## config.mk

```make
export PLATFORM = sky130hd
export DESIGN_NAME = tdm_demux4_flat
export DESIGN_NICKNAME = d
export VERILOG_FILES = /design/src/rtl/tdm_pkg.sv /design/src/rtl/tdm_demux4_if.sv /design/src/rtl/tdm_slot_ctr.sv /design/src/rtl/tdm_demux4.sv /design/src/flat_wrapper.sv
export SDC_FILE = /design/constraint.sdc
export NUM_CORES = 1
export LEC_CHECK = 0
export ABC_AREA = 1
export CAP_MARGIN = 20
export CORE_AREA = 2 2 39 41
export CTS_BUF_LIST = sky130_fd_sc_hd__clkbuf_16
export CTS_CLUSTER_DIAMETER = 60
export CTS_CLUSTER_SIZE = 24
export DETAILED_ROUTE_END_ITERATION = 10
export DIE_AREA = 0 0 41 43
export DONT_BUFFER_PORTS = 1
export PLACE_DENSITY = 0.66
export SYNTH_ARGS = -nofsm -noshare
export SYNTH_HDL_FRONTEND = slang
export SYNTH_HIERARCHICAL = 1
export SYNTH_SLANG_ARGS = --single-unit
```

## constraint.sdc

```tcl
create_clock -name clk -period 1.41 [get_ports clk]
set_clock_uncertainty 0.15 [all_clocks]
set_input_delay 0 -clock clk [delete_from_list [all_inputs] [get_ports clk]]
set_output_delay 0 -clock clk [all_outputs]
set_load 0.01 [all_outputs]
```

## src/rtl/tdm_pkg.sv

```systemverilog
// Shared types and helpers for the tdm_demux4 TDM frame demultiplexer.
package tdm_pkg;

  typedef enum logic {
    HUNT   = 1'b0,
    LOCKED = 1'b1
  } state_e;

  localparam int CH_DEFAULT = 4;

  // Ceiling log2 for elaboration-time width derivation.
  function automatic int clog2(input int value);
    int r;
    r = 0;
    while ((1 << r) < value) r++;
    return r;
  endfunction

endpackage : tdm_pkg

```

## src/rtl/tdm_demux4_if.sv

```systemverilog
// Serial-in / parallel-out bundle of tdm_demux4; par_err exists only with TDM_PARITY_EN.
interface tdm_demux4_if #(
  parameter int CH = tdm_pkg::CH_DEFAULT,
  parameter int SW = tdm_pkg::clog2(CH + 1)
);

  logic          d_in;
  logic          d_vld;
  logic          sync;
  logic [SW-1:0] s_out;
  logic [CH-1:0] y;
  logic          y_vld;
  logic          locked;
  logic          sync_err;
`ifdef TDM_PARITY_EN
  logic          par_err;

  modport master (
    output d_in, d_vld, sync,
    input  s_out, y, y_vld, locked, sync_err, par_err
  );

  modport slave (
    input  d_in, d_vld, sync,
    output s_out, y, y_vld, locked, sync_err, par_err
  );
`else
  modport master (
    output d_in, d_vld, sync,
    input  s_out, y, y_vld, locked, sync_err
  );

  modport slave (
    input  d_in, d_vld, sync,
    output s_out, y, y_vld, locked, sync_err
  );
`endif

endinterface : tdm_demux4_if

```

## src/rtl/tdm_slot_ctr.sv

```systemverilog
// Slot counter: advances on enable, wraps after LAST, and a sync load forces slot 1.
module tdm_slot_ctr #(
  parameter int LAST = 3,
  parameter int SW   = 3
) (
  input  logic          clk,
  input  logic          rst_n,
  input  logic          en_i,
  input  logic          load1_i,
  output logic [SW-1:0] slot_o
);

  logic [SW-1:0] slot_q, slot_d;

  always_comb begin
    // NOTE: default first so every path assigns slot_d and no latch is inferred.
    slot_d = slot_q;
    if (load1_i) begin
      slot_d = SW'(1);
    end else if (en_i) begin
      slot_d = (slot_q == SW'(LAST)) ? '0 : slot_q + SW'(1);
    end
  end

  always_ff @(posedge clk or negedge rst_n) begin
    if (!rst_n) slot_q <= '0;
    else        slot_q <= slot_d;
  end

  assign slot_o = slot_q;

endmodule : tdm_slot_ctr

```

## src/rtl/tdm_demux4.sv

```systemverilog
// TDM demultiplexer: owns the upstream mux select, aligns on sync, emits parallel words.
// Optional TDM_PARITY_EN appends an even-parity slot per frame and adds par_err.
module tdm_demux4
  import tdm_pkg::*;
#(
  parameter int CH = CH_DEFAULT
) (
  input  logic         clk,
  input  logic         rst_n,
  tdm_demux4_if.slave  bus
);

  localparam int SW = clog2(CH + 1);
`ifdef TDM_PARITY_EN
  localparam int LAST = CH;
`else
  localparam int LAST = CH - 1;
`endif
  // Bits held before the completing slot: all data bits when parity closes the frame.
  localparam int SHW = LAST;

  state_e         state_q;
  logic [SW-1:0]  slot_q;
  logic [SHW-1:0] shadow_q;
  logic [CH-1:0]  y_q;
  logic           y_vld_q;
  logic           locked_q;
  logic           sync_err_q;
`ifdef TDM_PARITY_EN
  logic           par_err_q;
`endif

  logic start;
  assign start = bus.d_vld & bus.sync;

  // Any valid sync re-aligns to slot 1; in-frame slots advance only when locked.
  tdm_slot_ctr #(
    .LAST (LAST),
    .SW   (SW)
  ) u_slot_ctr (
    .clk     (clk),
    .rst_n   (rst_n),
    .en_i    (bus.d_vld & (state_q == LOCKED)),
    .load1_i (start),
    .slot_o  (slot_q)
  );

  always_ff @(posedge clk or negedge rst_n) begin
    if (!rst_n) begin
      state_q    <= HUNT;
      shadow_q   <= '0;
      y_q        <= '0;
      y_vld_q    <= 1'b0;
      locked_q   <= 1'b0;
      sync_err_q <= 1'b0;
`ifdef TDM_PARITY_EN
      par_err_q  <= 1'b0;
`endif
    end else begin
      // NOTE: non-blocking throughout so every register samples pre-edge values.
      y_vld_q    <= 1'b0;
      sync_err_q <= 1'b0;
`ifdef TDM_PARITY_EN
      par_err_q  <= 1'b0;
`endif
      case (state_q)
        HUNT: begin
          if (start) begin
            state_q  <= LOCKED;
            locked_q <= 1'b1;
            shadow_q <= SHW'(bus.d_in);
          end
        end
        LOCKED: begin
          if (start && (slot_q != '0)) begin
            // Misaligned marker: drop the partial frame and restart on this bit.
            sync_err_q <= 1'b1;
            shadow_q   <= SHW'(bus.d_in);
          end else if (bus.d_vld) begin
            if (slot_q == SW'(LAST)) begin
              y_vld_q   <= 1'b1;
`ifdef TDM_PARITY_EN
              y_q       <= shadow_q;
              par_err_q <= ^{shadow_q, bus.d_in};
`else
              y_q       <= {bus.d_in, shadow_q};
`endif
            end else begin
              for (int k = 0; k < SHW; k++) begin
                if (slot_q == SW'(k)) shadow_q[k] <= bus.d_in;
              end
            end
          end
        end
        default: state_q <= HUNT;
      endcase
    end
  end

  assign bus.s_out    = slot_q;
  assign bus.y        = y_q;
  assign bus.y_vld    = y_vld_q;
  assign bus.locked   = locked_q;
  assign bus.sync_err = sync_err_q;
`ifdef TDM_PARITY_EN
  assign bus.par_err  = par_err_q;
`endif

endmodule : tdm_demux4

```

## src/flat_wrapper.sv

```systemverilog
// flat-port wrapper written by rule: the top's interface ports become plain ports
module tdm_demux4_flat import tdm_pkg::*;
#(
  parameter int CH = CH_DEFAULT
)
  (clk, rst_n, bus_d_in, bus_d_vld, bus_sync, bus_s_out, bus_y, bus_y_vld, bus_locked, bus_sync_err);
  tdm_demux4_if #(.CH(CH)) bus_i ();
  input  logic clk;
  input  logic rst_n;
  input wire logic [$bits(bus_i.d_in)-1:0] bus_d_in;
  input wire logic [$bits(bus_i.d_vld)-1:0] bus_d_vld;
  input wire logic [$bits(bus_i.sync)-1:0] bus_sync;
  output wire logic [$bits(bus_i.s_out)-1:0] bus_s_out;
  output wire logic [$bits(bus_i.y)-1:0] bus_y;
  output wire logic [$bits(bus_i.y_vld)-1:0] bus_y_vld;
  output wire logic [$bits(bus_i.locked)-1:0] bus_locked;
  output wire logic [$bits(bus_i.sync_err)-1:0] bus_sync_err;
  assign bus_i.d_in = bus_d_in;
  assign bus_i.d_vld = bus_d_vld;
  assign bus_i.sync = bus_sync;
  assign bus_s_out = bus_i.s_out;
  assign bus_y = bus_i.y;
  assign bus_y_vld = bus_i.y_vld;
  assign bus_locked = bus_i.locked;
  assign bus_sync_err = bus_i.sync_err;
  tdm_demux4 #(.CH(CH)) u_core (.clk(clk), .rst_n(rst_n), .bus(bus_i));
endmodule
```

# Yosys cells after proc, flatten, opt, wreduce, memory -nomap -nowiden
# Index checks and enable logic that the tools add are counted.
# totals
latchBits	0
word_cells	51
inputBits	5
ram_bits	0
output_inout_bits	10
n_memories	0
rom_bits	0
regBits	14
# classes
div	0
bitwise_logic	4
shifts	0
n_mul	0
n_eq_ne	9
reduce_logical	9
addsub	1
muxes	19
order_cmp	0
# op_table
op	n
two-way mux 3 bit	7
AND reduction 4 bit	4
!= test 3 bit (second input constant)	5
two-way mux 1 bit	11
== test 3 x 2 -> 1 bit (second input constant)	2
case mux 3 bit (2 select lines)	1
adder 3 x 1 -> 3 bit (second input constant)	1
== test 3 x 1 -> 1 bit (second input constant)	1
logical NOT 3 bit	1
nonzero test 3 bit	1
bitwise AND 1 bit	2
!= test 2 x 1 -> 1 bit (second input constant)	1
NOT 1 bit	2
AND reduction 2 bit	1
nonzero test 2 bit	1
logical AND 1 bit	1

# Depth between registers and ports, before layout
# Gate-level depths: netlist of run 1.
# depth
ltp_word	6
mapped_depth	9
mapped_depth_nobuf	9

# Modules after synthesis
# Netlist of run 1, hierarchy kept.
# modules_own_cells
module	seq_area_each_um2	instances	area_each_um2	cells_each
tdm_demux4	275.3	1	541.8	64
tdm_slot_ctr	75.1	1	142.6	17

# Worst setup path after synthesis of run 1
# Ideal clock, no wire load.
# synth_timing
kind	register to register
from	register u_core.u_slot_ctr.slot_q[0] (netlist: u_core/u_slot_ctr/slot_o[0])
to	register u_core.shadow_q[1]
required_ns	1.137
synth_period_minus_slack_ns	1.348
stages_incl_launch_ff	9
t_arrival_ns	1.075
slack_ns	0.062
n_path_buf	0
setup_ns	0.123
path_cell_list	dfrtp_1 -> nor2_2 -> nand2_2 -> nand2_4 -> nand3_4 -> nand2_4 -> nor2_1 -> nand2_1 -> nand2_1
# synth_via
elab_chain_cells	4
elab_cells_between_ends	10
cone_classes	5 x eq/ne; 2 x mux; 3 x reduce/logical
# synth_rtl
item	line_no	rtl
start, declared	tdm_slot_ctr.sv:13	logic [SW-1:0] slot_q, slot_d;
start signal, assigned	tdm_slot_ctr.sv:27	else slot_q <= slot_d;
nonzero test 3 bit	tdm_demux4.sv:75	if (start && (slot_q != '0)) begin
logical AND 1 bit	tdm_demux4.sv:75	
!= test 3 bit (no line) or two-way mux 3 bit (tied branches)	--	
AND reduction 4 bit (no line) or case mux 3 bit (2 select lines) (tied branches)	--	
end signal, assigned	tdm_demux4.sv:71	shadow_q <= SHW'(bus.d_in);
end signal, assigned	tdm_demux4.sv:78	shadow_q <= SHW'(bus.d_in);
end signal, assigned by index	tdm_demux4.sv:90	if (slot_q == SW'(k)) shadow_q[k] <= bus.d_in;
end, declared	tdm_demux4.sv:24	logic [SHW-1:0] shadow_q;
# Several ways; a longest one is shown, not always the timed one.
# A chain may end at the register's enable or synchronous reset.

# Final worst setup path of run 1
# layout_timing
from	register u_core.u_slot_ctr.slot_q[2] (netlist: u_core/u_slot_ctr/slot_o[2])
to	register u_core.shadow_q[0]
# Same word-level chain as after synthesis.

==> flow_metrics.env, run 1 <==
export IMPL_io_pins=15
export IMPL_antenna_cells=0
export IMPL_rsz0062_at_grt="yes"
export IMPL_crit_top_cell="nand2_1"
export IMPL_multiInputGateArea_um2=299
export IMPL_synth_distinct_cells=18
export IMPL_grt_usage_pct=18.4
export IMPL_slew_headroom_pct=57.7
export IMPL_avgSynthCellArea_um2=8.45
export IMPL_drc=0
export IMPL_die_h_um=43
export IMPL_synth_most_common_cell="nand2_1"
export IMPL_synth_top_cell_by_area="dfrtp_1"
export IMPL_port_buffers=0
export IMPL_synth_top_cell_area_share_pct=51.2
export IMPL_syn_inst=81
export IMPL_clock_root_buffer="clkbuf_16"
export IMPL_synth_area_top_cells="dfrtp_1 (51%), nand2_1 (14%), o21ai_0 (5.1%)"
export IMPL_ff_latch_area_um2=350
export IMPL_core_area_um2=1380
export IMPL_critPathKind="reg -> reg"
export IMPL_violations="setup timing"
export IMPL_critPathCaptureType="register"
export IMPL_finalHoldViolCount=0
export IMPL_ctsHtreeMaxLevel=1
export IMPL_p_leak_nw=0.456
export IMPL_routabilityCongestion=0.819
export IMPL_crit_path_start_kind="register"
export IMPL_clk_pin_slew_worst_paths_ps=40
export IMPL_slowest_stage="dfrtp_1"
export IMPL_synth_edff_count=0
export IMPL_async_reset_ff_share_pct=100
export IMPL_period_needed_ps=1450
export IMPL_drive_gt1_share_pct=22.3
export IMPL_drv_slew=0
export IMPL_synthXorXnorAreaFrac_pct=0
export IMPL_synthSimpleGateAreaFrac_pct=33.5
export IMPL_setup_slack_ps=-43.1
export IMPL_grt_max_degree=15
export IMPL_antenna_found_initial=0
export IMPL_crit_chain="nor2_2 -> nand2_2 -> nand2_4 -> nand3_4 -> nand2_4 -> inv_2 -> nand2_1 -> nand2_1 -> nand2_1"
export IMPL_die_area_um2=1760
export IMPL_netlist_top_cells_count="nand2_1 (26), dfrtp_1 (14), nor2_1 (7), o21ai_0 (7), inv_1 (6)"
export IMPL_path_buf_inv=1
export IMPL_clock_sinks=14
export IMPL_cts_tree="yes"
export IMPL_layout_nets=102
export IMPL_vias_per_cell=5.22
export IMPL_via_count=574
export IMPL_critPathRequiredTime_ps=1430
export IMPL_synth_top_family_by_area="simple AND/OR/NAND/NOR gates"
export IMPL_crit_arrival_ps=1470
export IMPL_power_mw=1.40
export IMPL_synth_nets=87
export IMPL_setup_viol_count_final=2
export IMPL_synth_fa_ha_area_share_pct=1.83
export IMPL_place_ws_ps=46.8
export IMPL_cts_made_buffers=3
export IMPL_ys_flop_type="dfrtp_1"
export IMPL_ys_ff_latch=14
export IMPL_fillers=119
export IMPL_min_delay_path_class="in -> async"
export IMPL_num_rows=14
export IMPL_ys_seq_area_share_pct=51.2
export IMPL_outcome="finished with violations"
export IMPL_tns_ps=-59.1
export IMPL_ant_nets=0
export IMPL_irDropWorstVdd_uv=813
export IMPL_clk_latency_ps=240
export IMPL_synth_compound_area_share_pct=8.41
export IMPL_syn_area_um2=684
export IMPL_drt_total_wl_um=1480
export IMPL_cts_buffer_depth=2
export IMPL_wl_per_cell_um=13.5
export IMPL_tightestPinTransition_ps=632
export IMPL_maxCapViolCount=0
export IMPL_worstPathMaxFanout=6
export IMPL_yosysWarnings=6
export IMPL_power_density_nw_per_um2=1620
export IMPL_first_pass_iters=4
export IMPL_max_clock_freq_mhz=688
export IMPL_hpwl_um=950
export IMPL_die_w_um=41
export IMPL_overflow=0
export IMPL_initial_utilization_pct=49.5
export IMPL_cp_top_family="simple AND/OR/NAND/NOR gates"
export IMPL_critPathMaxStageDelay_ps=400
export IMPL_hold_slack_ps=77.5
export IMPL_finalCritPeriodShare_pct=103
export IMPL_area_growth_pct=26.3
export IMPL_synth_mux_area_fraction_pct=0
export IMPL_first_iter_violations=13
export IMPL_grt_pass1_wl_um=2200
export IMPL_grt_pass1_vias=509
worst paths after layout:
path | start | end | slack (ps) | cells after the start
max | u_core/u_slot_ctr/slot_o[2] | u_core/shadow_q[0] | -40 | 9
min | rst_n | u_core/bus.sync_err | 80 | 1
max reg2reg | u_core/u_slot_ctr/slot_o[2] | u_core/shadow_q[0] | -40 | 9
min reg2reg | u_core/shadow_q[2] | u_core/bus.y[2] | 340 | 2
max in group asynchronous | rst_n | u_core/shadow_q[1] | 630 | 1
min in group clk | u_core/shadow_q[2] | u_core/bus.y[2] | 340 | 2
layer usage:
metal,routed length (µm),vias up,track usage (%)
li1,-,281,-
met1,641,274,22.7
met2,780,19,30.0
met3,60,0,3.14
met4,0,0,7.33
met5,0,-,0
stage by stage:
stage / utilization (%) / instance area [µm²] / cells
4_1_cts: 60.8 / 842 / 107
2_1_floorplan: - / 684 / 81
5_1_grt: 62.5 / 865 / 110
3_5_place_dp: 52.5 / 727 / 100
6_report: 62.5 / 865 / 110
3_3_place_gp: 52.5 / 727 / 100
registers in the layout, summed over array words and instances, names as in the netlist:
| signal | flops |
|---|---|
| u_core/bus.y_vld | 1 |
| u_core/bus.locked | 1 |
| u_core/shadow_q | 3 |
| u_core/u_slot_ctr/slot_o | 3 |
| u_core/bus.y | 4 |
| u_core/bus.sync_err | 1 |
| u_core/state_q | 1 |
cell families (layout without fill, tap and decap cells):
family,after synthesis,after routing
AO/OA/AOI/OAI,11,11
adder cells (fa/ha/maj),1,1
buffers and inverters,9,22
flip-flops,14,14
AND/OR/NAND/NOR,46,46
timing repair:
item,CTS,global route
setup endpoints to repair,0,7
setup buffers,0,3
gates resized for setup,0,1
hold endpoints to repair,28,0
hold buffers,4,0
layout by cell type, fill, tap and decap left out, drive strengths merged:
cell type / n
ha: 1
dfrtp: 14
o21bai: 1
inv: 8
nand2: 31
clkinv: 1
dlygate4sd3: 4
o21ai: 8
nand3b: 1
buf: 6
nor2: 10
nand3: 4
clkbuf: 3
a21oi: 2
where the power goes:
group,leakage (nW),total (mW),switching (mW),internal (mW)
clock network,0.0370,0.509,0.140,0.369
registers,0.175,0.599,0.0937,0.506
logic,0.244,0.290,0.180,0.110
total,0.456,1.40,0.413,0.985
cell type report:
class	instances	area share [%]
repair buffers	10	9.84
well taps	16	2.32
flip-flops and latches	14	40.5
clock buffers	3	8.68
inverters	9	4.05
multi-input cells	58	34.6
(Power assumes the default switching activity.)
==> run 2: changes to the inputs <==
--- a/config.mk
+++ b/config.mk
@@ -5,7 +5,7 @@
 export SDC_FILE = /design/constraint.sdc
 export NUM_CORES = 1
 export LEC_CHECK = 0
-export ABC_AREA = 1
+export ABC_AREA = 0
 export CAP_MARGIN = 20
 export CORE_AREA = 2 2 39 41
 export CTS_BUF_LIST = sky130_fd_sc_hd__clkbuf_16
@@ -14,7 +14,6 @@
 export DETAILED_ROUTE_END_ITERATION = 10
 export DIE_AREA = 0 0 41 43
 export DONT_BUFFER_PORTS = 1
-export PLACE_DENSITY = 0.66
 export SYNTH_ARGS = -nofsm -noshare
 export SYNTH_HDL_FRONTEND = slang
 export SYNTH_HIERARCHICAL = 1
==> run 2 against run 1 <==
The flow still finishes with violations (setup timing); clock-buffer cell count stayed put; setup slack worse by 130 ps; register-to-register slack got worse by 130 ps; sequential cell count unchanged; critical path depth decreased by 5; cell area grew 7.8%; total power is 18% higher; worst hold slack got worse by 16 ps; combinational power up 65%; sequential power increased by 7.2%; core utilization rose by 4.9 points; critical endpoint is now u_core/bus.y[1]; largest power group unchanged.
==> flow_metrics.env, run 2 <==
export IMPL_crit_arrival_ps=1560
export IMPL_clock_sinks=14
export IMPL_ctsHtreeMaxLevel=1
export IMPL_critPathCaptureType="register"
export IMPL_power_mw=1.66
export IMPL_cts_setup_buffers=0
export IMPL_ant_nets=0
export IMPL_critPathRequiredTime_ps=1380
export IMPL_synth_top_cell_by_area="dfrtp_1"
export IMPL_critPathKind="reg -> reg"
export IMPL_synth_top_family_by_area="simple AND/OR/NAND/NOR gates"
export IMPL_setup_viol_count_final=9
export IMPL_wl_per_cell_um=16.4
export IMPL_antenna_cells=0
export IMPL_routabilityCongestion=0.837
export IMPL_place_ws_ps=-203
export IMPL_synth_fa_ha_area_share_pct=1.98
export IMPL_first_pass_iters=4
export IMPL_avgSynthCellArea_um2=12.9
export IMPL_fin_util_pct=67.4
export IMPL_crit_chain="nand2b_4 -> nor4b_4 -> buf_4 -> mux2_4"
export IMPL_setup_slack_ps=-176
export IMPL_synth_top_cell_area_share_pct=55.3
export IMPL_synthSimpleGateAreaFrac_pct=19.0
export IMPL_grt_max_degree=15
export IMPL_port_buffers=0
export IMPL_core_area_um2=1380
export IMPL_hpwl_um=944
export IMPL_r2r_slack_ps=-180
export IMPL_die_w_um=41
export IMPL_period_needed_ps=1590
export IMPL_crit_path_start_kind="register"
export IMPL_outcome="finished with violations"
export IMPL_synth_compound_area_share_pct=5.34
export IMPL_num_rows=14
export IMPL_first_iter_violations=8
export IMPL_yosysWarnings=6
export IMPL_max_clock_freq_mhz=631
export IMPL_irDropWorstVdd_uv=881
export IMPL_synth_edff_count=0
export IMPL_area_growth_pct=47.2
export IMPL_reg2reg_depth=4
export IMPL_cts_buffer_depth=2
export IMPL_multiInputGateArea_um2=343
export IMPL_synthXorXnorAreaFrac_pct=0
export IMPL_cts_tree="yes"
export IMPL_grt_pass1_vias=496
export IMPL_via_count=461
export IMPL_synth_nets=55
export IMPL_drc=0
export IMPL_initial_utilization_pct=45.8
export IMPL_worstPathMaxFanout=5
export IMPL_finalCritPeriodShare_pct=112
export IMPL_violations="setup timing"
export IMPL_cp_top_family="flip-flops"
export IMPL_antenna_found_initial=0
export IMPL_drv_slew=0
export IMPL_hold_slack_ps=61.3
export IMPL_synth_most_common_cell="dfrtp_1"
export IMPL_clk_pin_slew_worst_paths_ps=50
export IMPL_layout_nets=75
export IMPL_grt_usage_pct=19.1
export IMPL_grt_pass1_wl_um=2260
export IMPL_vias_per_cell=5.49
export IMPL_path_depth=4
export IMPL_tns_ps=-1120
export IMPL_path_buf_inv=1
export IMPL_overflow=0
export IMPL_syn_inst=49
export IMPL_slew_headroom_pct=59.1
export IMPL_ff_latch_area_um2=353
export IMPL_finalHoldViolCount=0
export IMPL_async_reset_ff_share_pct=100
export IMPL_die_area_um2=1760
export IMPL_power_density_nw_per_um2=1780
export IMPL_syn_area_um2=633
export IMPL_synth_mux_area_fraction_pct=17.2
export IMPL_netlist_top_cells_count="dfrtp_1 (14), mux2_2 (7), nand2_1 (4), mux2i_1 (3)"
export IMPL_clock_root_buffer="clkbuf_16"
export IMPL_fillers=94
export IMPL_min_delay_path_class="in -> async"
export IMPL_cts_made_buffers=3
export IMPL_die_h_um=43
export IMPL_largest_reg_flops=4
export IMPL_ys_ff_latch=14
export IMPL_drive_gt1_share_pct=47.1
export IMPL_io_pins=15
export IMPL_clk_latency_ps=240
export IMPL_ys_seq_area_share_pct=55.3
export IMPL_ys_flop_type="dfrtp_1"
export IMPL_tightestPinTransition_ps=611
export IMPL_slowest_stage="dfrtp_2"
export IMPL_p_leak_nw=0.434
export IMPL_final_common_cell="dfrtp_1"
export IMPL_layout_common_cells="dfrtp_1 (12), buf_4 (9), nand2_1 (4), mux2_4 (4), dlygate4sd3_1 (4)"
export IMPL_maxCapViolCount=0
export IMPL_synth_area_top_cells="dfrtp_1 (55%), mux2_2 (12%), mux2i_1 (4.7%)"
export IMPL_drt_total_wl_um=1380
export IMPL_rsz0062_at_grt="yes"
export IMPL_critPathMaxStageDelay_ps=430
export IMPL_synth_distinct_cells=22
==> run 2: cell count changes in the layout (fill, tap and decap cells not counted), moves of 4 or more <==
cell,before,now
nor2_1,7,1
mux2_4,0,4
inv_1,6,2
nand2_1,26,4
o21ai_0,6,0
==> run 2: kinds of logic (layout without fill, tap and decap cells) <==
kind of cell / after synthesis / in the layout
compound gates: 5 / 5
mux: 10 / 10
buf+inv: 2 / 21
fa+ha+maj: 1 / 1
flops: 14 / 14
simple gates: 17 / 17
==> run 2: path summary, 6_finish.rpt <==
check | from | end
max in group asynchronous | rst_n | u_core/state_q
setup / recovery | u_core/u_slot_ctr/slot_o[2] | u_core/bus.y[1]
min in group clk | u_core/shadow_q[0] | u_core/bus.y[0]
setup reg to reg | u_core/u_slot_ctr/slot_o[2] | u_core/bus.y[1]
hold / removal | rst_n | u_core/u_slot_ctr/slot_o[1]
hold reg to reg | u_core/shadow_q[0] | u_core/bus.y[0]
==> run 2: what timing repair did <==
action                                 4_1_cts  5_1_grt
pin swaps                                    2        3
hold buffers                                 3        1
endpoints found under the hold margin       23        4
resized for setup                            9        3
setup endpoints to repair                   10       10
==> run 2: cell type report <==
| class | instances | area share [%] |
|---|---|---|
| sequential | 14 | 37.9 |
| multi-input combinational | 33 | 36.8 |
| timing repair buffer | 15 | 14.0 |
| clock buffer | 3 | 8.05 |
| tap | 16 | 2.15 |
| inverter | 2 | 0.805 |
| clock inverter | 1 | 0.403 |
==> run 2: routing by layer <==
layer | vias to the layer above | share of wire, % | wire [µm] | GRT usage (%)
met5 | - | 0 | 0 | 0
met4 | 0 | 2.0 | 27 | 8.00
met1 | 231 | 39 | 535 | 23.3
met3 | 3 | 8.0 | 111 | 5.24
met2 | 18 | 51 | 706 | 30.0
li1 | 209 | - | - | -
==> run 2: stage by stage <==
stage / area [µm²] / instances
2_1_floorplan: 654 / 49
3_3_place_gp: 757 / 76
3_5_place_dp: 757 / 76
4_1_cts: 906 / 83
5_1_grt: 932 / 84
6_report: 932 / 84
==> run 2: where the power goes <==
group          switching [mW]  internal [mW]  leakage (nW)  total (mW)
Combinational           0.191          0.287         0.228       0.479
Clock                   0.161          0.375        0.0385       0.535
Sequential              0.118          0.524         0.168       0.642
Total                   0.470           1.19         0.434        1.66
